**src/rtl/ifu_fetch.sv**
```systemverilog
// Instruction fetch unit: issues one word read per instruction over a
// req/gnt + rvalid bus and presents the fetched word and its pc to the
// core under a valid/ready handshake. The core supplies every next pc.
module ifu_fetch #(
    parameter logic [31:0] RESET_PC = 32'h8000_0000,
    parameter int          TIMEOUT  = 255
) (
    input  logic        clk,
    input  logic        rst,
    // instruction memory bus
    output logic        mem_req,
    output logic [31:0] mem_addr,
    input  logic        mem_gnt,
    input  logic        mem_rvalid,
    input  logic [31:0] mem_rdata,
    // core side
    output logic        inst_valid,
    input  logic        inst_ready,
    output logic [31:0] instruction,
    output logic [31:0] pc,
    input  logic [31:0] next_pc,
    // sticky error flags
    output logic        misalign_err,
    output logic        timeout_err
);

    localparam int CNT_W = (TIMEOUT < 1) ? 1 : $clog2(TIMEOUT + 1);

    // Last count value before the timeout fires; reaching it with no
    // response this cycle means the wait has lasted TIMEOUT cycles.
    localparam logic [CNT_W-1:0] CNT_LAST = CNT_W'(TIMEOUT - 1);
    localparam logic [CNT_W-1:0] CNT_MAX  = CNT_W'(TIMEOUT);

    typedef enum logic [2:0] {
        S_IDLE = 3'd0,
        S_REQ  = 3'd1,
        S_WAIT = 3'd2,
        S_HOLD = 3'd3,
        S_ERR  = 3'd4
    } state_t;

    state_t           state;
    logic [31:0]      fetch_pc;
    logic [CNT_W-1:0] wait_cnt;

    // Fetch FSM: state, fetch address, wait counter and every output register.
    // NOTE: outputs are assigned on the transition into the state that shows
    // them, so they are registered yet line up with the state register; all
    // assignments here are non-blocking so every read sees the pre-edge value.
    always_ff @(posedge clk) begin
        if (rst) begin
            state        <= S_IDLE;
            fetch_pc     <= RESET_PC;
            wait_cnt     <= '0;
            mem_req      <= 1'b0;
            mem_addr     <= RESET_PC;
            inst_valid   <= 1'b0;
            instruction  <= 32'h0;
            pc           <= 32'h0;
            misalign_err <= 1'b0;
            timeout_err  <= 1'b0;
        end else begin
            unique case (state)
                S_IDLE: begin
                    state    <= S_REQ;
                    mem_req  <= 1'b1;
                    mem_addr <= fetch_pc;
                end

                // Address is held while the request waits for a grant.
                S_REQ: begin
                    if (mem_gnt) begin
                        state    <= S_WAIT;
                        mem_req  <= 1'b0;
                        wait_cnt <= '0;
                    end
                end

                S_WAIT: begin
                    if (mem_rvalid) begin
                        state       <= S_HOLD;
                        instruction <= mem_rdata;
                        pc          <= fetch_pc;
                        inst_valid  <= 1'b1;
                    end else if (wait_cnt == CNT_LAST) begin
                        state       <= S_ERR;
                        wait_cnt    <= CNT_MAX;
                        timeout_err <= 1'b1;
                    end else begin
                        wait_cnt <= wait_cnt + 1'b1;
                    end
                end

                // instruction/pc stay frozen until the core takes them.
                S_HOLD: begin
                    if (inst_ready) begin
                        inst_valid <= 1'b0;
                        if (next_pc[1:0] != 2'b00) begin
                            state        <= S_ERR;
                            misalign_err <= 1'b1;
                        end else begin
                            state    <= S_REQ;
                            fetch_pc <= next_pc;
                            mem_req  <= 1'b1;
                            mem_addr <= next_pc;
                        end
                    end
                end

                // Terminal: only reset leaves this state.
                S_ERR: begin
                    mem_req    <= 1'b0;
                    inst_valid <= 1'b0;
                end

                default: begin
                    state      <= S_ERR;
                    mem_req    <= 1'b0;
                    inst_valid <= 1'b0;
                end
            endcase
        end
    end

endmodule

```
**config.mk**
```make
export PLATFORM = sky130hd
export DESIGN_NAME = ifu_fetch
export DESIGN_NICKNAME = d
export VERILOG_FILES = /design/src/rtl/ifu_fetch.sv
export SDC_FILE = /design/constraint.sdc
export NUM_CORES = 1
export LEC_CHECK = 0
export ABC_AREA = 1
export CORE_MARGIN = 3
export CORE_UTILIZATION = 51
export CTS_CLUSTER_SIZE = 10
export DETAILED_ROUTE_END_ITERATION = 16
export PLACE_DENSITY = 0.84
export SYNTH_ARGS = -nofsm -noshare
export SYNTH_HDL_FRONTEND = slang
export SYNTH_SLANG_ARGS = --single-unit
```
**constraint.sdc**
```tcl
create_clock -name clk -period 2.62 [get_ports clk]
set_clock_uncertainty 0.1 [all_clocks]
set_input_delay 0.393 -clock clk [delete_from_list [all_inputs] [get_ports clk]]
set_output_delay 0.393 -clock clk [all_outputs]
set_load 0.02 [all_outputs]
```
==> flow_metrics.py <==
metrics = {
    "run_status": {
        "status": "completed",
    },
    "worst_setup_path": {
        "worst_r2r_endpoint": "mem_addr[18]",
        "required_ns": 2.96,
        "r2r_slack_ns": 0.53,
        "slowest_delay_ns": 0.46,
        "crit_path_end_kind": "register",
        "crit_path_max_fanout": 33,
        "critical_path_class": "register to register",
        "cp.depth": 8,
        "crit_top_cell": "nand2_1",
        "start_kind": "register",
        "crit_chain": "nand2_2 -> nor2_4 -> nand2_1 -> inv_2 -> nor2_8 -> nand2_4 -> nand2_1 -> a21oi_1",
        "endpoint": "mem_addr[18]",
        "r2r-start": "state[1]",
        "r2r_cells": 8,
        "critical_path_buf_inv_count": 1,
        "crit_family": "simple AND/OR/NAND/NOR gates",
        "startpoint": "state[1]",
        "arrival_ns": 2.43,
        "cp_slowest_cell": "dfxtp_1",
    },
    "synthesis": {
        "syn_avg_cell_area_um2": 7.458,
        "ys_top_cells_by_area": "dfxtp_1 (50%), nor2_1 (10%), nand2_1 (7.9%)",
        "synth_edf_count": 0,
        "synth_cell_types": 25,
        "synth_fp_nets": 838,
        "postSynth.asyncResetShare_pct": 0,
        "synth_top_area_share_pct": 50.04,
        "synth_compound_area_share_pct": 16.80,
        "muxShareOfSynthArea_pct": 0,
        "yosysSeqAreaShare_pct": 50.04,
        "synth_simple_gate_area_share_pct": 24.80,
        "netlist_area_um2": 5720,
        "synth_top_family_by_area": "simple AND/OR/NAND/NOR gates",
        "synthAdderAreaFrac_pct": 0.4374,
        "synth-main-ff-cell": "dfxtp_1",
        "ys_seq_elements": 143,
        "synth_xor_area_share_pct": 0.4593,
        "synth_cells": 767,
        "yosys.area.top_type": "dfxtp_1",
        "yosys_warnings": 0,
    },
    "placed_design": {
        "gp_congestion": 0.8237,
        "hpwl_um": 10750,
        "io_buffers": 168,
        "dpl_cell_area_um2": 7448,
    },
    "global_route": {
        "overflow": 0,
        "grt_use_total_pct": 25.36,
        "grt_max_degree": 48,
        "grt_pass1_vias": 5447,
        "grt_first_pass_wirelength_um": 26010,
        "antenna_found_initial": 0,
    },
    "worst_hold_path": {
        "hold_path.class": "input port to register",
    },
    "detailed_routing": {
        "post_drt_wl_per_cell_um": 14.88,
        "via_per_inst": 5.279,
        "drc": 0,
        "firstDrtPassIters": 4,
        "antenna_left": 0,
        "vias": 5670,
        "drt-total-wl_um": 15980,
        "drt_iter0_drc": 490,
    },
    "floorplan": {
        "fp-row-count": 38,
        "io_pins": 169,
        "die_area_um2": 12520,
        "fp.dieH_um": 111.9,
        "initial_utilization_pct": 52.54,
        "die_w_um": 111.9,
        "coreArea_um2": 10890,
    },
    "cells_and_area": {
        "drive_gt1_share_pct": 7.281,
        "final_common_cell": "clkdlybuf4s50_1",
        "fill_cells": 855,
        "area_growth_pct": 40.00,
        "stdcell_area_um2": 8009,
        "nets": 992,
        "final_cell_mix": "clkdlybuf4s50_1 (167), nor2_1 (155), dfxtp_1 (143)",
        "diodes": 0,
    },
    "timing": {
        "setup_viol": 0,
        "fin_setup_tns_ns": 0,
        "period_share_pct": 79.86,
        "tightestPinTransition_ns": 0.6413,
        "fmax_mhz": 477.9,
        "max-slew-margin-rel_pct": 57.19,
        "rsz0062_at_grt": "no",
        "fin_hold_ws_ns": 0.3240,
        "slew_viol_final": 0,
        "min_period_ns": 2.092,
        "hold_violations": 0,
    },
    "cts": {
        "cts_max_path_buffers": 2,
        "postCtsSetupBuffers": 0,
        "cts_sinks": 143,
        "insertion_delay_ns": 0.52,
        "cts_max_level": 4,
        "cts_tree": "done",
        "clk_pin_slew_ns": 0.06,
        "numCtsBuffers": 17,
        "cts-root-buf": "clkbuf_8",
        "cts_hold_buf": 0,
        "cts-resized-gates": 0,
    },
    "power": {
        "p_leak_nw": 3.087,
        "peakVddDrop_uv": 526.4,
        "power_density_nw_per_um2": 888.3,
        "total_power_mw": 7.114,
    },
    "run": {
        "max_cap_violations": 0,
    },
}
==> synthesized netlist by cell type (3+ instances only) <==
cell type	instances
a21oi_1	70
dfxtp_1	143
buf_4	7
xnor2_1	3
inv_2	6
nor2_1	155
buf_2	15
buf_6	5
nand3_1	43
inv_1	36
o21ai_0	86
clkbuf_1	20
o21ai_1	36
nand2_2	4
nand2_1	121
==> sequential cells by signal, summed over array words and instances (netlist names) <==
name and flops:
fetch_pc 32, inst_valid 1, instruction 32, mem_addr 32, mem_req 1, misalign_err 1
pc 32, state 3, timeout_err 1, wait_cnt 8
==> per-stage QoR <==
stage | cells | utilization (%) | setup WS (ns)
final | 1074 | 73.56 | 0.5276
after CTS | 1074 | 73.56 | 0.5414
after global placement | 1042 | 68.41 | 0.4496
after floorplan | 767 | - | 1.187
after detailed placement | 1042 | 68.41 | 0.3995
after global routing | 1074 | 73.56 | 0.3880
==> layout make-up <==
| cell class | count | area, µm² | share of cell area [%] |
|---|---|---|---|
| clock buffers | 19 | 431.7 | 5.390 |
| clock inverters | 13 | 128.9 | 1.609 |
| inverters | 42 | 157.7 | 1.968 |
| multi-input cells | 533 | 2431 | 30.35 |
| flip-flops and latches | 143 | 2863 | 35.74 |
| well taps | 140 | 175.2 | 2.187 |
| repair buffers | 184 | 1822 | 22.75 |
==> routing by layer <==
metal  GRT usage, %  up-vias  part of all wire [%]
met4          8.191        0                   1.8
met3          7.446       28                   8.4
li1               -     2810                     -
met1          32.17     2578                    43
met5              0        -                     0
met2          41.65      254                    47
==> worst min-delay path, stage by stage <==
cell             delay [ns]
clkdlybuf4s50_1        0.40
inv_1                  0.06
a21oi_1                0.05
==> how the worst min path moves through the flow <==
| stage | start | to | slack (ns) | cells past startpoint |
|---|---|---|---|---|
| floorplan | fetch_pc[0] | fetch_pc[0] | 0.34 | 2 |
| global placement | mem_addr[31] | mem_addr[31] | 0.34 | 2 |
| detailed placement | mem_addr[30] | mem_addr[30] | 0.35 | 2 |
| CTS | next_pc[6] | fetch_pc[6] | 0.31 | 3 |
| global route | next_pc[13] | fetch_pc[13] | 0.33 | 3 |
| finish | next_pc[6] | fetch_pc[6] | 0.32 | 3 |
==> kinds of logic (layout without fill, tap and decap cells) <==
group                      count (synthesis)  count (layout)
AOI/OAI and AO/OA                        192             192
xor gates and xnor gates                   3               3
adders and majority gates                  2               2
buffers and inverters                     91             258
DFF                                      143             143
and+or+nand+nor                          336             336
==> where the power goes <==
group          switching [mW]  internal [mW]
logic                    1.33          0.861
clock network           0.976           1.30
registers               0.185           2.46
No activity file was read; power rests on OpenSTA's default activity.
